--- src/rtl/vend_fsm_core.sv ---
// Coin-accumulating vending controller: edge-detects debounced coin levels, accumulates
// credit, vends at PRICE and pays change/refunds as paced half-dollar/quarter pulses.
module vend_fsm_core #(
  parameter int CREDIT_W = 8,
  parameter int PRICE    = 100,
  parameter int Q_VAL    = 25,
  parameter int H_VAL    = 50,
  parameter int D_VAL    = 100,
  parameter int GAP      = 1
) (
  input  logic                CLK,
  input  logic                RES,
  input  logic                quarter_in,
  input  logic                halfDollar_in,
  input  logic                dollar_in,
  input  logic                cancel_in,
  output logic                guffin,
  output logic                quarter_out,
  output logic                halfDollar_out,
  output logic                coin_reject,
  output logic                busy,
  output logic [CREDIT_W-1:0] credit,
  output logic [1:0]          state_code
);

  localparam int SUM_W = CREDIT_W + 1;
  localparam int GAP_W = (GAP > 1) ? $clog2(GAP + 1) : 1;

  localparam logic [SUM_W-1:0]    Q_S     = SUM_W'(Q_VAL);
  localparam logic [SUM_W-1:0]    H_S     = SUM_W'(H_VAL);
  localparam logic [SUM_W-1:0]    D_S     = SUM_W'(D_VAL);
  localparam logic [SUM_W-1:0]    PRICE_S = SUM_W'(PRICE);
  localparam logic [CREDIT_W-1:0] Q_C     = CREDIT_W'(Q_VAL);
  localparam logic [CREDIT_W-1:0] H_C     = CREDIT_W'(H_VAL);
  localparam logic [GAP_W-1:0]    GAP_C   = GAP_W'(GAP);

  typedef enum logic [1:0] {
    IDLE   = 2'd0,
    ACCUM  = 2'd1,
    VEND   = 2'd2,
    CHANGE = 2'd3
  } state_t;

  state_t              state_r;
  logic [CREDIT_W-1:0] credit_r;
  logic [CREDIT_W-1:0] change_r;
  logic [GAP_W-1:0]    gap_r;
  logic                q_lvl_r, h_lvl_r, d_lvl_r, c_lvl_r;
  logic                ev_q_r, ev_h_r, ev_d_r, ev_c_r;
  logic                guffin_r, quarter_out_r, half_out_r, coin_reject_r;

  logic [SUM_W-1:0]    coin_val_s;
  logic [SUM_W-1:0]    sum_s;
  logic                coin_any_s;
  logic                multi_s;
  logic                ovf_s;

  // Coin priority select (dollar > half > quarter) and the candidate credit sum.
  always_comb begin
    coin_val_s = {SUM_W{1'b0}};
    coin_any_s = 1'b0;
    multi_s    = 1'b0;
    if (ev_d_r) begin
      coin_val_s = D_S;
      coin_any_s = 1'b1;
      multi_s    = ev_h_r | ev_q_r;
    end else if (ev_h_r) begin
      coin_val_s = H_S;
      coin_any_s = 1'b1;
      multi_s    = ev_q_r;
    end else if (ev_q_r) begin
      coin_val_s = Q_S;
      coin_any_s = 1'b1;
    end else begin
      coin_val_s = {SUM_W{1'b0}};
    end
    sum_s = {1'b0, credit_r} + coin_val_s;
    ovf_s = sum_s[CREDIT_W];
  end

  // Edge registers, controller state, credit/change bookkeeping and registered pulses.
  always_ff @(posedge CLK or negedge RES) begin
    if (!RES) begin
      state_r       <= IDLE;
      credit_r      <= {CREDIT_W{1'b0}};
      change_r      <= {CREDIT_W{1'b0}};
      gap_r         <= {GAP_W{1'b0}};
      q_lvl_r       <= 1'b0;
      h_lvl_r       <= 1'b0;
      d_lvl_r       <= 1'b0;
      c_lvl_r       <= 1'b0;
      ev_q_r        <= 1'b0;
      ev_h_r        <= 1'b0;
      ev_d_r        <= 1'b0;
      ev_c_r        <= 1'b0;
      guffin_r      <= 1'b0;
      quarter_out_r <= 1'b0;
      half_out_r    <= 1'b0;
      coin_reject_r <= 1'b0;
    end else begin
      q_lvl_r       <= quarter_in;
      h_lvl_r       <= halfDollar_in;
      d_lvl_r       <= dollar_in;
      c_lvl_r       <= cancel_in;
      ev_q_r        <= quarter_in & ~q_lvl_r;
      ev_h_r        <= halfDollar_in & ~h_lvl_r;
      ev_d_r        <= dollar_in & ~d_lvl_r;
      ev_c_r        <= cancel_in & ~c_lvl_r;
      guffin_r      <= 1'b0;
      quarter_out_r <= 1'b0;
      half_out_r    <= 1'b0;
      coin_reject_r <= 1'b0;

      case (state_r)
        IDLE, ACCUM: begin
          if (coin_any_s) begin
            // An overflowing coin is refused outright; the credit is left untouched.
            coin_reject_r <= multi_s | ovf_s;
            if (!ovf_s) begin
              credit_r <= sum_s[CREDIT_W-1:0];
              if (sum_s >= PRICE_S) begin
                state_r  <= VEND;
                change_r <= CREDIT_W'(sum_s - PRICE_S);
                guffin_r <= 1'b1;
              end else begin
                state_r <= ACCUM;
              end
            end else begin
              state_r <= state_r;
            end
          end else if (ev_c_r && (credit_r != {CREDIT_W{1'b0}})) begin
            change_r <= credit_r;
            credit_r <= {CREDIT_W{1'b0}};
            gap_r    <= {GAP_W{1'b0}};
            state_r  <= CHANGE;
          end else begin
            state_r <= (credit_r != {CREDIT_W{1'b0}}) ? ACCUM : IDLE;
          end
        end

        VEND: begin
          credit_r      <= {CREDIT_W{1'b0}};
          coin_reject_r <= coin_any_s;
          gap_r         <= {GAP_W{1'b0}};
          state_r       <= (change_r != {CREDIT_W{1'b0}}) ? CHANGE : IDLE;
        end

        CHANGE: begin
          coin_reject_r <= coin_any_s;
          if (gap_r != {GAP_W{1'b0}}) begin
            gap_r <= gap_r - GAP_W'(1);
          end else if (change_r >= H_C) begin
            half_out_r <= 1'b1;
            change_r   <= change_r - H_C;
            gap_r      <= GAP_C;
          end else if (change_r >= Q_C) begin
            quarter_out_r <= 1'b1;
            change_r      <= change_r - Q_C;
            gap_r         <= GAP_C;
          end else begin
            change_r <= {CREDIT_W{1'b0}};
            state_r  <= IDLE;
          end
        end

        default: begin
          state_r  <= IDLE;
          credit_r <= {CREDIT_W{1'b0}};
          change_r <= {CREDIT_W{1'b0}};
          gap_r    <= {GAP_W{1'b0}};
        end
      endcase
    end
  end

  assign guffin         = guffin_r;
  assign quarter_out    = quarter_out_r;
  assign halfDollar_out = half_out_r;
  assign coin_reject    = coin_reject_r;
  assign credit         = credit_r;
  assign state_code     = state_r;
  assign busy           = (state_r == VEND) | (state_r == CHANGE);

  vend_fsm_core_chk u_chk (
    .CLK            (CLK),
    .RES            (RES),
    .guffin         (guffin),
    .quarter_out    (quarter_out),
    .halfDollar_out (halfDollar_out),
    .busy           (busy),
    .state_code     (state_code)
  );

endmodule

// Invariants on the vend/change pulse outputs and the busy flag.
module vend_fsm_core_chk (
  input logic       CLK,
  input logic       RES,
  input logic       guffin,
  input logic       quarter_out,
  input logic       halfDollar_out,
  input logic       busy,
  input logic [1:0] state_code
);

  a_pulse_onehot: assert property (@(posedge CLK) disable iff (!RES)
    $onehot0({guffin, quarter_out, halfDollar_out}))
    else $error("vend/change pulses overlap");

  a_busy_state: assert property (@(posedge CLK) disable iff (!RES)
    busy == state_code[1])
    else $error("busy does not track VEND/CHANGE");

endmodule
--- config.mk ---
export PLATFORM = sky130hd
export DESIGN_NAME = vend_fsm_core
export DESIGN_NICKNAME = d
export VERILOG_FILES = /design/src/rtl/vend_fsm_core.sv
export SDC_FILE = /design/constraint.sdc
export NUM_CORES = 1
export LEC_CHECK = 0
export ABC_AREA = 1
export BUFFER_PORTS_ARGS = -buffer_cell sky130_fd_sc_hd__buf_2
export CORE_MARGIN = 1
export CORE_UTILIZATION = 34
export CTS_CLUSTER_DIAMETER = 60
export DETAILED_ROUTE_END_ITERATION = 10
export GPL_TIMING_DRIVEN = 0
export REMOVE_ABC_BUFFERS = 1
export SYNTH_ARGS = -nofsm -noshare
export SYNTH_HDL_FRONTEND = slang
export SYNTH_HIERARCHICAL = 1
export SYNTH_SLANG_ARGS = --single-unit
--- constraint.sdc ---
create_clock -name CLK -period 3.5 [get_ports CLK]
set_clock_uncertainty 0.05 [all_clocks]
set_input_delay 0.525 -clock CLK [delete_from_list [all_inputs] [get_ports CLK]]
set_output_delay 0.525 -clock CLK [all_outputs]
set_load 0.005 [all_outputs]
==> impl_metrics.json <==
{
  "drtAntennaViolNets": 0,
  "wl_met1_um": 2960,
  "num_rows": 30,
  "track_usage_pct": 17.3,
  "clock_latency_ns": 0.29,
  "dp_hpwl_um": 4600,
  "wl_per_cell_um": 13.0,
  "fin_cells": 458,
  "tritoncts": "built",
  "drc": 0,
  "clk_pin_slew_ns": 0.08,
  "synth_warnings": 6,
  "synth_area_per_cell_um2": 7.38,
  "core-area_um2": 6940,
  "antenna_found_initial": 0,
  "drive_gt1_share_pct": 19.3,
  "synth_seq_cells": 31,
  "wl_met3_um": 226,
  "yosysSeqAreaShare_pct": 31.0,
  "routed-via-count": 2253,
  "die_height_um": 87.8,
  "drv_cap": 0,
  "htreeDepth": 2,
  "period_share_pct": 85.2,
  "p_sw_mw": 1.25,
  "cts_setup_buffers": 0,
  "internal-power_mw": 1.15,
  "clock-sinks": 31,
  "p_leak_nw": 1.49,
  "cellPowerDensity_nw_per_um2": 861,
  "slew_violations": 0,
  "ir_drop_mv": 0.294,
  "cts_made_buffers": 5,
  "swShare_pct": 52.1,
  "io_buffers": 20,
  "crit_slowest_cell": "dfrtp_1",
  "crit_top_cell": "nand2_1",
  "nets": 382,
  "finalSetupTns_ns": 0,
  "dr.pass1.iters": 4,
  "grt_max_degree": 32,
  "outcome": "complete, no violations",
  "worst_pin_slew_ns": 0.765,
  "power_mw": 2.40,
  "end_kind": "flop",
  "grt-ovfl-total": 0,
  "die-area_um2": 7710,
  "finalHoldViolCount": 0,
  "setup_violations": 0,
  "p_comb_share_pct": 61.7,
  "critPathRequiredTime_ns": 3.63,
  "top_layer": "met4",
  "seq_power_share_pct": 26.1,
  "worst_path_largest_cell_delay_ns": 0.49,
  "path_class": "flop to flop",
  "diodes": 0,
  "area_delta_synth_final_pct": 11.2,
  "cp-start-kind": "flop",
  "cts_hold_buf": 0,
  "dp.cells": 450,
  "critPathMaxFanout": 13,
  "min_period_ns": 2.98,
  "clockPowerShare_pct": 12.2,
  "fmax_mhz": 335,
  "dr_wl_met2_um": 2660,
  "ys_types": 40,
  "hold_slack_ns": 0.236,
  "grt_setup_unrepaired": "no",
  "crit_chain": "nor2_4, nand2_2, inv_1, ha_1, fa_1, nand2_1, nand2_1, nand2_2, nand2_1, nand2_1, o221ai_2, nand2_2, nand3_1, o31ai_1",
  "hold_class": "primary input to asynchronous set/reset pin",
  "start_util_pct": 36.0,
  "cts_root_buffer": "clkbuf_8",
  "max_slew_margin_pct": 48.8,
  "ios": 21,
  "wl_um": 5960,
  "cts_resized": 0,
  "gp_congestion": 0.915,
  "synth_area_um2": 2500,
  "viasPerCell": 4.92,
  "crit_family": "simple AND/OR/NAND/NOR gates",
  "critPathArrivalTime_ns": 3.12,
  "rrSetupSlack_ns": 0.52,
  "cts.path.max_buffers": 2,
  "drtIter0Drc": 154,
  "synth_cells": 339,
  "grt_first_pass_wirelength_um": 10200,
  "grt_pass1_vias": 2128,
  "die_w_um": 87.8,
  "cp_num_buf_inv": 1
}
-- cell families after synthesis --
logic type | count (synthesis) | synth area share, %
AOI/OAI and AO/OA | 39 | 10.4
xor gates and xnor gates | 7 | 2.45
adders and majority gates | 15 | 7.80
buffers and inverters | 58 | 9.15
DFF | 31 | 31.0
and+or+nand+nor | 189 | 39.2
-- layout by cell type, fill, tap and decap left out, types with 4 or more instances in the layout --
| cell | instances |
|---|---|
| dfrtp_1 | 31 |
| o31ai_1 | 6 |
| clkbuf_8 | 5 |
| nand2_1 | 86 |
| o21ai_0 | 10 |
| inv_1 | 50 |
| a21oi_1 | 8 |
| nand3_2 | 7 |
| nand4_1 | 4 |
| nor2_2 | 4 |
| ha_1 | 14 |
| xor2_1 | 4 |
| nand3_1 | 30 |
| buf_2 | 20 |
| nor2_1 | 28 |
| nand2_4 | 7 |
| nand2_2 | 11 |
-- per-layer routing --
layer,vias up,global-route usage (%)
met5,-,0
met3,12,3.11
met2,48,27.2
met1,1045,23.8
met4,0,6.26
li1,1148,-
-- synthesized netlist by cell type --
master	instances	area [µm²]
a211oi_1	1	7.51
a21boi_1	1	7.51
a21o_1	1	7.51
a21oi_1	8	40.0
a21oi_2	1	8.76
a22oi_1	1	7.51
a2bb2oi_1	1	8.76
a31oi_1	2	12.5
a32oi_1	1	8.76
buf_2	2	10.0
buf_6	1	11.3
clkbuf_1	2	7.51
clkinv_2	1	5.00
dfrtp_1	31	776
fa_1	1	20.0
ha_1	14	175
inv_1	50	188
inv_2	2	7.51
nand2_1	86	323
nand2_2	11	68.8
nand2_4	7	78.8
nand3_1	30	150
nand3_2	7	70.1
nand3_4	1	17.5
nand3b_1	1	7.51
nand4_1	4	25.0
nand4_2	3	37.5
nand4_4	1	21.3
nor2_1	28	105
nor2_2	4	25.0
nor2_4	3	33.8
nor3_1	1	5.00
nor4_1	2	12.5
o211ai_1	2	15.0
o21ai_0	10	50.1
o221ai_1	3	26.3
o221ai_2	1	15.0
o31ai_1	6	45.0
xnor2_1	3	26.3
xor2_1	4	35.0
-- per-stage QoR --
step	cell area [µm²]	util [%]	worst slack, ns
3_5_place_dp	2690	38.8	0.549
3_3_place_gp	2690	38.8	0.537
4_1_cts	2780	40.1	0.509
2_1_floorplan	2470	-	0.920
6_report	2780	40.1	0.517
5_1_grt	2780	40.1	0.245
-- worst register-to-register path: stages, from the launching register on --
cell and delay (ns):
dfrtp_1 0.49, nor2_4 0.10, nand2_2 0.12, inv_1 0.06, ha_1 0.20, fa_1 0.44, nand2_1 0.09, nand2_1 0.06
nand2_2 0.07, nand2_1 0.07, nand2_1 0.07, o221ai_2 0.12, nand2_2 0.14, nand3_1 0.38, o31ai_1 0.40
-- power by group through the flow --
stage	logic, mW	registers [mW]	clock network [mW]
global placement	1.46	0.633	0
finish	1.48	0.625	0.293
CTS	1.48	0.625	0.302
floorplan	1.13	0.596	0
global route	1.70	0.644	0.314
detailed placement	1.48	0.632	0
-- final timing paths --
check / startpoint / cells after the start / endpoint
worst max-delay path: ev_d_r / 14 / credit[1]
worst min register to register: c_lvl_r / 1 / ev_c_r
worst min-delay path: RES / 1 / change_r[5]
min in group CLK: halfDollar_in / 1 / h_lvl_r
worst max register to register: ev_d_r / 14 / credit[1]
max in group asynchronous: RES / 1 / ev_c_r
-- area by class of cell --
type                    count  area, µm²
clock inverters             3       20.0
fillers                   747       4160
repair buffers             20        100
well taps                  96        120
clock buffers               5       68.8
inverters                  53        200
flip-flops and latches     31        776
multi-input cells         250       1500
(Power assumes the default switching activity.)
